$ cat src/rtl/priority_requester_pkg.sv
// priority_requester_pkg: light_state codes and priority encodings shared with the controller.
package priority_requester_pkg;
   typedef logic [1:0] prio_t;
   localparam logic [3:0] LS_EAST_GREEN = 4'd1;
   localparam logic [3:0] LS_WEST_GREEN = 4'd4;
   localparam prio_t PRIO_NONE = 2'b00;
   localparam prio_t PRIO_EAST = 2'b01;
   localparam prio_t PRIO_WEST = 2'b10;
endpackage

$ cat src/rtl/priority_requester_if.sv
// priority_requester_if: sensor inputs, controller feedback and request outputs of the requester.
interface priority_requester_if;
   import priority_requester_pkg::*;
   logic sense_east;
   logic sense_west;
   logic [3:0] light_state;
   prio_t prio;
   logic served_east;
   logic served_west;
   logic timeout;
   modport master (
      input sense_east, sense_west, light_state,
      output prio, served_east, served_west, timeout
   );
   modport slave (
      output sense_east, sense_west, light_state,
      input prio, served_east, served_west, timeout
   );
endinterface

$ cat src/rtl/priority_requester_sensor_debounce.sv
// sensor_debounce: 2-flop synchronizer plus a saturating run-length counter on the synced level.
module sensor_debounce #(
   parameter int DEBOUNCE_CYCLES = 4
) (
   input logic clk,
   input logic rst_n,
   input logic sense,
   output logic active
);
   localparam int W = $clog2(DEBOUNCE_CYCLES + 1);
   logic [1:0] sync;
   logic [W-1:0] cnt;
   always_ff @(posedge clk or negedge rst_n)
      if (!rst_n) begin
         sync <= '0;
         cnt <= '0;
      end else begin
         sync <= {sync[0], sense};
         cnt <= !sync[1] ? '0 : active ? cnt : cnt + W'(1);
      end
   assign active = cnt == W'(DEBOUNCE_CYCLES);
endmodule

$ cat src/rtl/priority_requester.sv
// priority_requester: arbitrates debounced east/west demand into a one-hot request held until
// the controller shows that direction green or the hold timeout expires, then cools down.
module priority_requester
   import priority_requester_pkg::*;
#(
   parameter int DEBOUNCE_CYCLES = 4,
   parameter int HOLD_TIMEOUT = 60,
   parameter int COOLDOWN = 20
) (
   input logic clk,
   input logic rst_n,
   priority_requester_if.master bus
);
   typedef enum logic [1:0] {IDLE, REQ_EAST, REQ_WEST, COOL} state_t;
   localparam int HW = $clog2(HOLD_TIMEOUT + 1);
   localparam int CW = $clog2(COOLDOWN + 1);
   state_t state, state_next;
   logic [HW-1:0] hold;
   logic [CW-1:0] cool;
   logic [3:0] ls_q;
   logic active_east, active_west, last_west;
   logic hit, expired, done;
   prio_t prio_d;
   logic served_east_d, served_west_d, timeout_d;

   sensor_debounce #(.DEBOUNCE_CYCLES(DEBOUNCE_CYCLES)) u_debounce_east (
      .clk(clk), .rst_n(rst_n), .sense(bus.sense_east), .active(active_east)
   );
   sensor_debounce #(.DEBOUNCE_CYCLES(DEBOUNCE_CYCLES)) u_debounce_west (
      .clk(clk), .rst_n(rst_n), .sense(bus.sense_west), .active(active_west)
   );

   assign hit = (state == REQ_EAST && ls_q == LS_EAST_GREEN) || (state == REQ_WEST && ls_q == LS_WEST_GREEN);
   assign expired = (state == REQ_EAST || state == REQ_WEST) && hold == HW'(HOLD_TIMEOUT - 1);
   assign done = state == COOL && cool == CW'(COOLDOWN - 1);

   always_ff @(posedge clk or negedge rst_n)
      if (!rst_n) begin
         state <= IDLE;
         hold <= '0;
         cool <= '0;
         ls_q <= '0;
         last_west <= 1'b1;
         bus.prio <= PRIO_NONE;
         bus.served_east <= 1'b0;
         bus.served_west <= 1'b0;
         bus.timeout <= 1'b0;
      end else begin
         state <= state_next;
         ls_q <= bus.light_state;
         hold <= (state == state_next && state != IDLE && state != COOL) ? hold + HW'(1) : '0;
         cool <= (state == COOL && state_next == COOL) ? cool + CW'(1) : '0;
         if (hit || expired) last_west <= state == REQ_WEST;
         bus.prio <= prio_d;
         bus.served_east <= served_east_d;
         bus.served_west <= served_west_d;
         bus.timeout <= timeout_d;
      end

   // Ties go to the side that was not served last, so neither side can starve.
   always_comb begin
      state_next = state;
      if (state == IDLE) begin
         if (active_east && (!active_west || last_west)) state_next = REQ_EAST;
         else if (active_west) state_next = REQ_WEST;
      end else if (state == COOL) begin
         if (done) state_next = IDLE;
      end else if (hit || expired) state_next = COOL;
   end

   always_comb begin
      prio_d = state_next == REQ_EAST ? PRIO_EAST : state_next == REQ_WEST ? PRIO_WEST : PRIO_NONE;
      served_east_d = hit && state == REQ_EAST;
      served_west_d = hit && state == REQ_WEST;
      timeout_d = expired && !hit;
   end
endmodule

$ cat src/flat_wrapper.sv
// flat-port wrapper written by rule: the top's interface ports become plain ports
module priority_requester_flat import priority_requester_pkg::*;
#(
   parameter int DEBOUNCE_CYCLES = 4,
   parameter int HOLD_TIMEOUT = 60,
   parameter int COOLDOWN = 20
)
  (clk, rst_n, bus_sense_east, bus_sense_west, bus_light_state, bus_prio, bus_served_east, bus_served_west, bus_timeout);
  priority_requester_if bus_i ();
  input logic clk;
  input logic rst_n;
  input wire logic [$bits(bus_i.sense_east)-1:0] bus_sense_east;
  input wire logic [$bits(bus_i.sense_west)-1:0] bus_sense_west;
  input wire logic [$bits(bus_i.light_state)-1:0] bus_light_state;
  output wire logic [$bits(bus_i.prio)-1:0] bus_prio;
  output wire logic [$bits(bus_i.served_east)-1:0] bus_served_east;
  output wire logic [$bits(bus_i.served_west)-1:0] bus_served_west;
  output wire logic [$bits(bus_i.timeout)-1:0] bus_timeout;
  assign bus_i.sense_east = bus_sense_east;
  assign bus_i.sense_west = bus_sense_west;
  assign bus_i.light_state = bus_light_state;
  assign bus_prio = bus_i.prio;
  assign bus_served_east = bus_i.served_east;
  assign bus_served_west = bus_i.served_west;
  assign bus_timeout = bus_i.timeout;
  priority_requester #(.DEBOUNCE_CYCLES(DEBOUNCE_CYCLES), .HOLD_TIMEOUT(HOLD_TIMEOUT), .COOLDOWN(COOLDOWN)) u_core (.clk(clk), .rst_n(rst_n), .bus(bus_i));
endmodule
$ cat config.mk
export PLATFORM = sky130hd
export DESIGN_NAME = priority_requester_flat
export DESIGN_NICKNAME = d
export VERILOG_FILES = /design/src/rtl/priority_requester_pkg.sv /design/src/rtl/priority_requester_if.sv /design/src/rtl/priority_requester_sensor_debounce.sv /design/src/rtl/priority_requester.sv /design/src/flat_wrapper.sv
export SDC_FILE = /design/constraint.sdc
export NUM_CORES = 1
export LEC_CHECK = 0
export BUFFER_PORTS_ARGS = -buffer_cell sky130_fd_sc_hd__buf_4
export CAP_MARGIN = 0
export CORE_MARGIN = 3
export CORE_UTILIZATION = 40
export CTS_CLUSTER_DIAMETER = 30
export DETAILED_ROUTE_END_ITERATION = 10
export HOLD_SLACK_MARGIN = 0.05
export PLACE_DENSITY = 0.68
export SETUP_SLACK_MARGIN = 0.05
export SLEW_MARGIN = 40
export SYNTH_ARGS = -nofsm -noshare
export SYNTH_HDL_FRONTEND = slang
export SYNTH_HIERARCHICAL = 1
export SYNTH_SLANG_ARGS = --single-unit
$ cat constraint.sdc
create_clock -name clk -period 5.37 [get_ports clk]
set_input_delay 0.8055 -clock clk [delete_from_list [all_inputs] [get_ports clk]]
set_output_delay 0.8055 -clock clk [all_outputs]
set_load 0.03 [all_outputs]
==> results of run 1 <==
## where the power goes
part           internal (mW)  leakage [nW]  switching, mW
logic                 0.0829         0.331          0.117
registers              0.290         0.421         0.0336
clock network          0.144        0.0552         0.0847
total                  0.517         0.807          0.236
## layer usage
metal  vias to the layer above  wire length (um)
met5                         -                 0
met4                         0                48
met3                         6               110
met2                        10              1240
met1                       463              1040
li1                        462                 -
## metrics by stage
stage	instance area, um^2	utilization, %	total power, mW	worst slack, ns	instances
after detailed placement	1600	46.9	0.530	3.40	184
final	1710	49.9	0.752	3.34	192
after floorplan	1460	-	0.471	3.66	126
after global routing	1710	49.9	0.809	3.07	192
after CTS	1710	49.9	0.763	3.31	192
after global placement	1600	46.9	0.519	3.50	184
## cell usage after synthesis, drive strengths merged
cell / number / area [um^2]
nand3b: 2 / 15.0
dfstp: 1 / 26.3
a21boi: 2 / 15.0
inv: 10 / 37.5
and2: 5 / 38.8
o21ai: 10 / 65.1
nand2: 5 / 18.8
nor2: 19 / 71.3
nand2b: 2 / 12.5
o311ai: 1 / 26.3
xor2: 4 / 35.0
a211oi: 1 / 12.5
and3b: 1 / 8.76
ha: 10 / 125
nand4: 5 / 31.3
and4b: 1 / 10.0
mux2: 1 / 11.3
nand3: 6 / 30.0
a21o: 1 / 7.51
xnor2: 3 / 26.3
a21oi: 1 / 5.00
a31oi: 3 / 25.0
dfrtp: 32 / 801
## sequential cells by signal, summed over array words and instances (netlist names)
register                     count
u_core/bus.served_east           1
u_core/bus.timeout               1
u_core/bus.served_west           1
u_core/u_debounce_east/sync      2
u_core/state                     2
u_core/u_debounce_east/cnt       3
u_core/last_west                 1
u_core/cool                      5
u_core/bus.prio                  2
u_core/ls_q                      4
u_core/u_debounce_west/cnt       3
u_core/hold                      6
u_core/u_debounce_west/sync      2
## cell families (layout without fill, tap and decap cells)
family | after synthesis | after routing
mux | 1 | 1
compound gates | 19 | 19
fa+ha+maj | 10 | 10
buf+inv | 10 | 30
flops | 33 | 33
simple gates | 46 | 46
xor+xnor | 7 | 7
## worst max-delay path, delay by kind of cell (launching register included)
kind	cells	cell delay (ns)
flops	1	0.47
simple gates	2	0.23
buf+inv	1	0.13
fa+ha+maj	1	0.20
compound gates	3	0.87
## cell type report
cell class	count	area, um^2
well taps	46	57.6
inverters	10	37.5
fillers	314	1710
repair buffers	12	90.1
clock inverters	3	65.1
multi-input cells	83	591
flip-flops and latches	33	827
clock buffers	5	37.5
## path summary, 6_finish.rpt
kind / from / to / slack [ns] / cells after the start
min in group asynchronous: rst_n / u_core/u_debounce_west/cnt[2] / 0.38 / 1
max: u_core/state[0] / u_core/hold[2] / 3.34 / 7
max reg2reg: u_core/state[0] / u_core/hold[2] / 3.34 / 7
max in group asynchronous: rst_n / u_core/last_west / 4.65 / 1
min: u_core/u_debounce_west/sync[0] / u_core/u_debounce_west/sync[1] / 0.36 / 0
min reg2reg: u_core/u_debounce_west/sync[0] / u_core/u_debounce_west/sync[1] / 0.36 / 0
==> results.yml, run 1 <==
route:
  drc: 0
  ant_nets: 0
  drt_iter0_drc: 36
  avgRoutedWirePerCell_um: 12.7
  drt_wl_total_um: 2440
  vias: 941
  drt_first_pass_iters: 4
  routed_via_density: 4.90
floorplan:
  initial_core_util_pct: 42.6
  die-area_um2: 4400
  rows: 21
  ioPinCount: 13
  die_width_um: 66.3
  die_h_um: 66.3
  core_area_um2: 3420
finish:
  area_growth_pct: 17.2
  drive_gt1_share_pct: 22.6
  final_common_cell: "dfrtp_1"
  most-common-layout-cells: "dfrtp_1, nor2_1, buf_4"
  diodes: 0
  final_nets: 163
clocking:
  clockBufferDepth: 2
  cts_tree: "built"
  clock_latency_ns: 0.34
  cts_hold_buf: 0
  path_clk_slew_ns: 0.11
  cts_buffers: 5
  cts_setup_buffers: 0
  clock_sinks: 33
  cts-resized-gates: 0
  ctsRootBufferMaster: "clkbuf_4"
  h-tree-depth: 2
synthesis:
  yosys.area_share.adder_pct: 8.60
  synth_seq_cells: 33
  syn_area_per_cell_um2: 11.5
  synth-xor-area-share_pct: 4.21
  synth_top_family_by_area: "simple AND/OR/NAND/NOR gates"
  synthSimpleGateAreaFrac_pct: 16.3
  yosysSeqAreaShare_pct: 56.8
  netlist_area_um2: 1460
  yosys_warnings: 6
  synthMuxAreaShare_pct: 0.774
  synth_compound_area_share_pct: 10.7
  synth.net_count: 144
  netlist_instances: 126
  synth.distinct_cells: 29
grt:
  grt_usage_pct: 14.1
  overflow: 0
  grt_pass1_vias: 1070
  grt_max_degree: 34
  grt_pass1_wl_um: 4620
  antenna_found_initial: 0
  grt_busiest_layer: "met2"
  grt_util_met2_pct: 25.4
  use_met3_pct: 5.27
  use_met1_pct: 14.6
sta:
  whs_ns: 0.359
  min_period_over_period_pct: 37.9
  hold_viol_final: 0
  fmax_mhz: 492
  fin_skew_ns: 0.0123
  fin_setup_tns_ns: 0
  worst_slew_pin_slew_ns: 0.436
  rsz0062_at_grt: "no"
  min_period_ns: 2.03
  final-max-slew-violation-count: 0
  finalSetupViolCount: 0
  slew_headroom_pct: 70.6
setup_path:
  cp-start-kind: "flip-flop"
  cp_max_fo: 6
  cp.required_ns: 5.57
  path_cells: "inv_1 -> ha_1 -> nand3b_1 -> a211oi_2 -> a31oi_2 -> o21ai_1 -> nor2_1"
  worstSetupPathType: "flip-flop to flip-flop"
  worstPathArrival_ns: 2.24
  end_kind: "flip-flop"
  max_stage_delay_ns: 0.47
  cpMaxStageDelayCell: "dfrtp_1"
placement:
  place_hpwl_um: 1770
  io_buffers: 12
  place.gp.congestion: 0.797
power:
  power.density_nw_per_um2: 441
  p_leak_nw: 0.807
  ir_drop_mv: 0.221
worst_hold_path:
  min-delay-path-class: "flip-flop to flip-flop"
status:
  status: "finished, final reports clean"
flow_run:
  maxCapViolCount: 0
(Power assumes the default switching activity.)
==> run 2, diff against run 1 <==
- clock period: 5.37 -> 2 ns (I/O delays scaled with it)
==> results.yml, run 2 (synthesis gave the netlist of run 1 again) <==
placement:
  io_buffers: 12
  place_hpwl_um: 1770
  place.gp.congestion: 0.720
grt:
  overflow: 0
  grt_pass1_vias: 1031
  grt_pass1_wl_um: 4360
  antenna_found_initial: 0
  grt_max_degree: 34
  grt_usage_pct: 13.6
flow_run:
  maxCapViolCount: 0
clocking:
  cts_buffers: 5
  h-tree-depth: 2
  clockBufferDepth: 2
  cts_tree: "built"
  path_clk_slew_ns: 0.10
  clock_sinks: 33
  clock_latency_ns: 0.33
  ctsRootBufferMaster: "clkbuf_4"
route:
  vias: 966
  drt_first_pass_iters: 4
  drt_iter0_drc: 17
  drc: 0
  avgRoutedWirePerCell_um: 12.6
  routed_via_density: 4.90
  ant_nets: 0
  drt_wl_total_um: 2480
sta:
  fin_skew_ns: 0.0112
  rsz0062_at_grt: "yes"
  min_period_ns: 1.84
  hold_viol_final: 0
  fin_setup_tns_ns: 0
  worst_slew_pin_slew_ns: 0.407
  final-max-slew-violation-count: 0
  finalSetupViolCount: 0
  whs_ns: 0.0817
  fmax_mhz: 543
  min_period_over_period_pct: 92.0
  slew_headroom_pct: 72.9
setup_path:
  worstRegToRegCells: 7
  cp.required_ns: 2.23
  worstPathArrival_ns: 2.07
  cp_max_fo: 6
  cp-start-kind: "flip-flop"
  worstSetupPathType: "flip-flop to flip-flop"
  max_stage_delay_ns: 0.45
  path_cells: "inv_1 -> ha_1 -> nand3b_1 -> a211oi_2 -> a31oi_4 -> o311ai_4 -> and3b_1"
  end_kind: "flip-flop"
  cpMaxStageDelayCell: "dfrtp_2"
power:
  p_leak_nw: 0.814
  p_int_mw: 1.20
  comb_power_share_pct: 31.4
  p_clk_share_pct: 20.6
  power_switching_mw: 0.623
  power.density_nw_per_um2: 1060
  seq_power_share_pct: 48.0
  ir_drop_mv: 0.455
  swShare_pct: 34.2
finish:
  largest_reg_flops: 6
  regMostFlops: "u_core/hold"
  diodes: 0
  area_growth_pct: 18.2
  top_regs: "u_core/hold: 6 flops, u_core/cool: 5 flops, u_core/ls_q: 4 flops"
  final_nets: 169
  drive_gt1_share_pct: 23.2
  most-common-layout-cells: "dfrtp_1, nor2_1, buf_4"
  fillers: 307
  final_common_cell: "dfrtp_1"
floorplan:
  core_area_um2: 3420
  die_h_um: 66.3
  initial_core_util_pct: 42.6
  die_width_um: 66.3
  rows: 21
  ioPinCount: 13
  die-area_um2: 4400
worst_hold_path:
  min-delay-path-class: "input pin to flip-flop"
  whs_path_depth: 1
status:
  status: "finished, final reports clean"
-- run 2: cell count changes in the layout (fill, tap and decap cells not counted), moves of 2 or more --
| cell | change |
|---|---|
| o21ai_0 | -2 |
| buf_4 | +3 |
| o21ai_1 | +2 |
| bufinv_16 | -2 |
| dlygate4sd3_1 | +3 |
-- run 2: what timing repair did --
| action | 4_1_cts | 5_1_grt |
|---|---|---|
| hold endpoints to repair | 32 | 2 |
| hold buffers | 1 | 2 |
| setup buffers | 0 | 1 |
| setup endpoints to repair | 0 | 15 |
| gates resized for setup | 0 | 5 |
-- run 2: worst max-delay path, delay by kind of cell (launching register included) --
family,cells,cell delay (ns)
fa+ha+maj,1,0.19
simple gates,2,0.31
flops,1,0.45
buf+inv,1,0.11
compound gates,3,0.69
-- run 2: layout make-up --
cell class              count  area [um^2]  area share (%)
clock buffers               7         55.1            3.20
repair buffers             18          143            8.29
inverters                  10         37.5            2.18
multi-input cells          83          599            34.8
well taps                  46         57.6            3.35
flip-flops and latches     33          828            48.1
-- run 2: power by group through the flow --
stage               registers [mW]  logic, mW  clock network (mW)
floorplan                    0.893      0.372                   0
global placement             0.875      0.536                   0
detailed placement           0.882      0.558                   0
CTS                          0.868      0.564               0.396
global route                 0.892      0.645               0.424
finish                       0.874      0.570               0.375
-- run 2: worst paths after layout --
| path | endpoint | slack, ns | from |
|---|---|---|---|
| worst min register to register | u_core/u_debounce_west/sync[1] | 0.36 | u_core/u_debounce_west/sync[0] |
| min in group asynchronous | u_core/u_debounce_west/cnt[2] | 0.44 | rst_n |
| worst min-delay path | u_core/ls_q[3] | 0.08 | bus_light_state[3] |
| worst max-delay path | u_core/bus.prio[0] | 0.16 | u_core/state[0] |
| max in group asynchronous | u_core/last_west | 1.23 | rst_n |
| worst max register to register | u_core/bus.prio[0] | 0.16 | u_core/state[0] |
-- run 2: per-stage QoR --
stage | worst slack [ns] | util [%] | std cells | cell area [um^2] | total power [mW]
after CTS | 0.0767 | 49.3 | 194 | 1680 | 1.83
after detailed placement | 0.111 | 47.4 | 186 | 1620 | 1.44
final | 0.160 | 50.4 | 197 | 1720 | 1.82
after global routing | 0.0439 | 50.4 | 197 | 1720 | 1.96
after floorplan | 0.286 | - | 126 | 1460 | 1.26
after global placement | 0.200 | 47.4 | 186 | 1620 | 1.41
-- run 2: per-layer routing --
metal	vias to the layer above	GRT usage [%]	part of all wire (%)
li1	476	-	-
met3	5	4.08	3.2
met2	13	23.9	52
met4	0	7.61	1.7
met1	472	14.3	43
met5	-	0	0
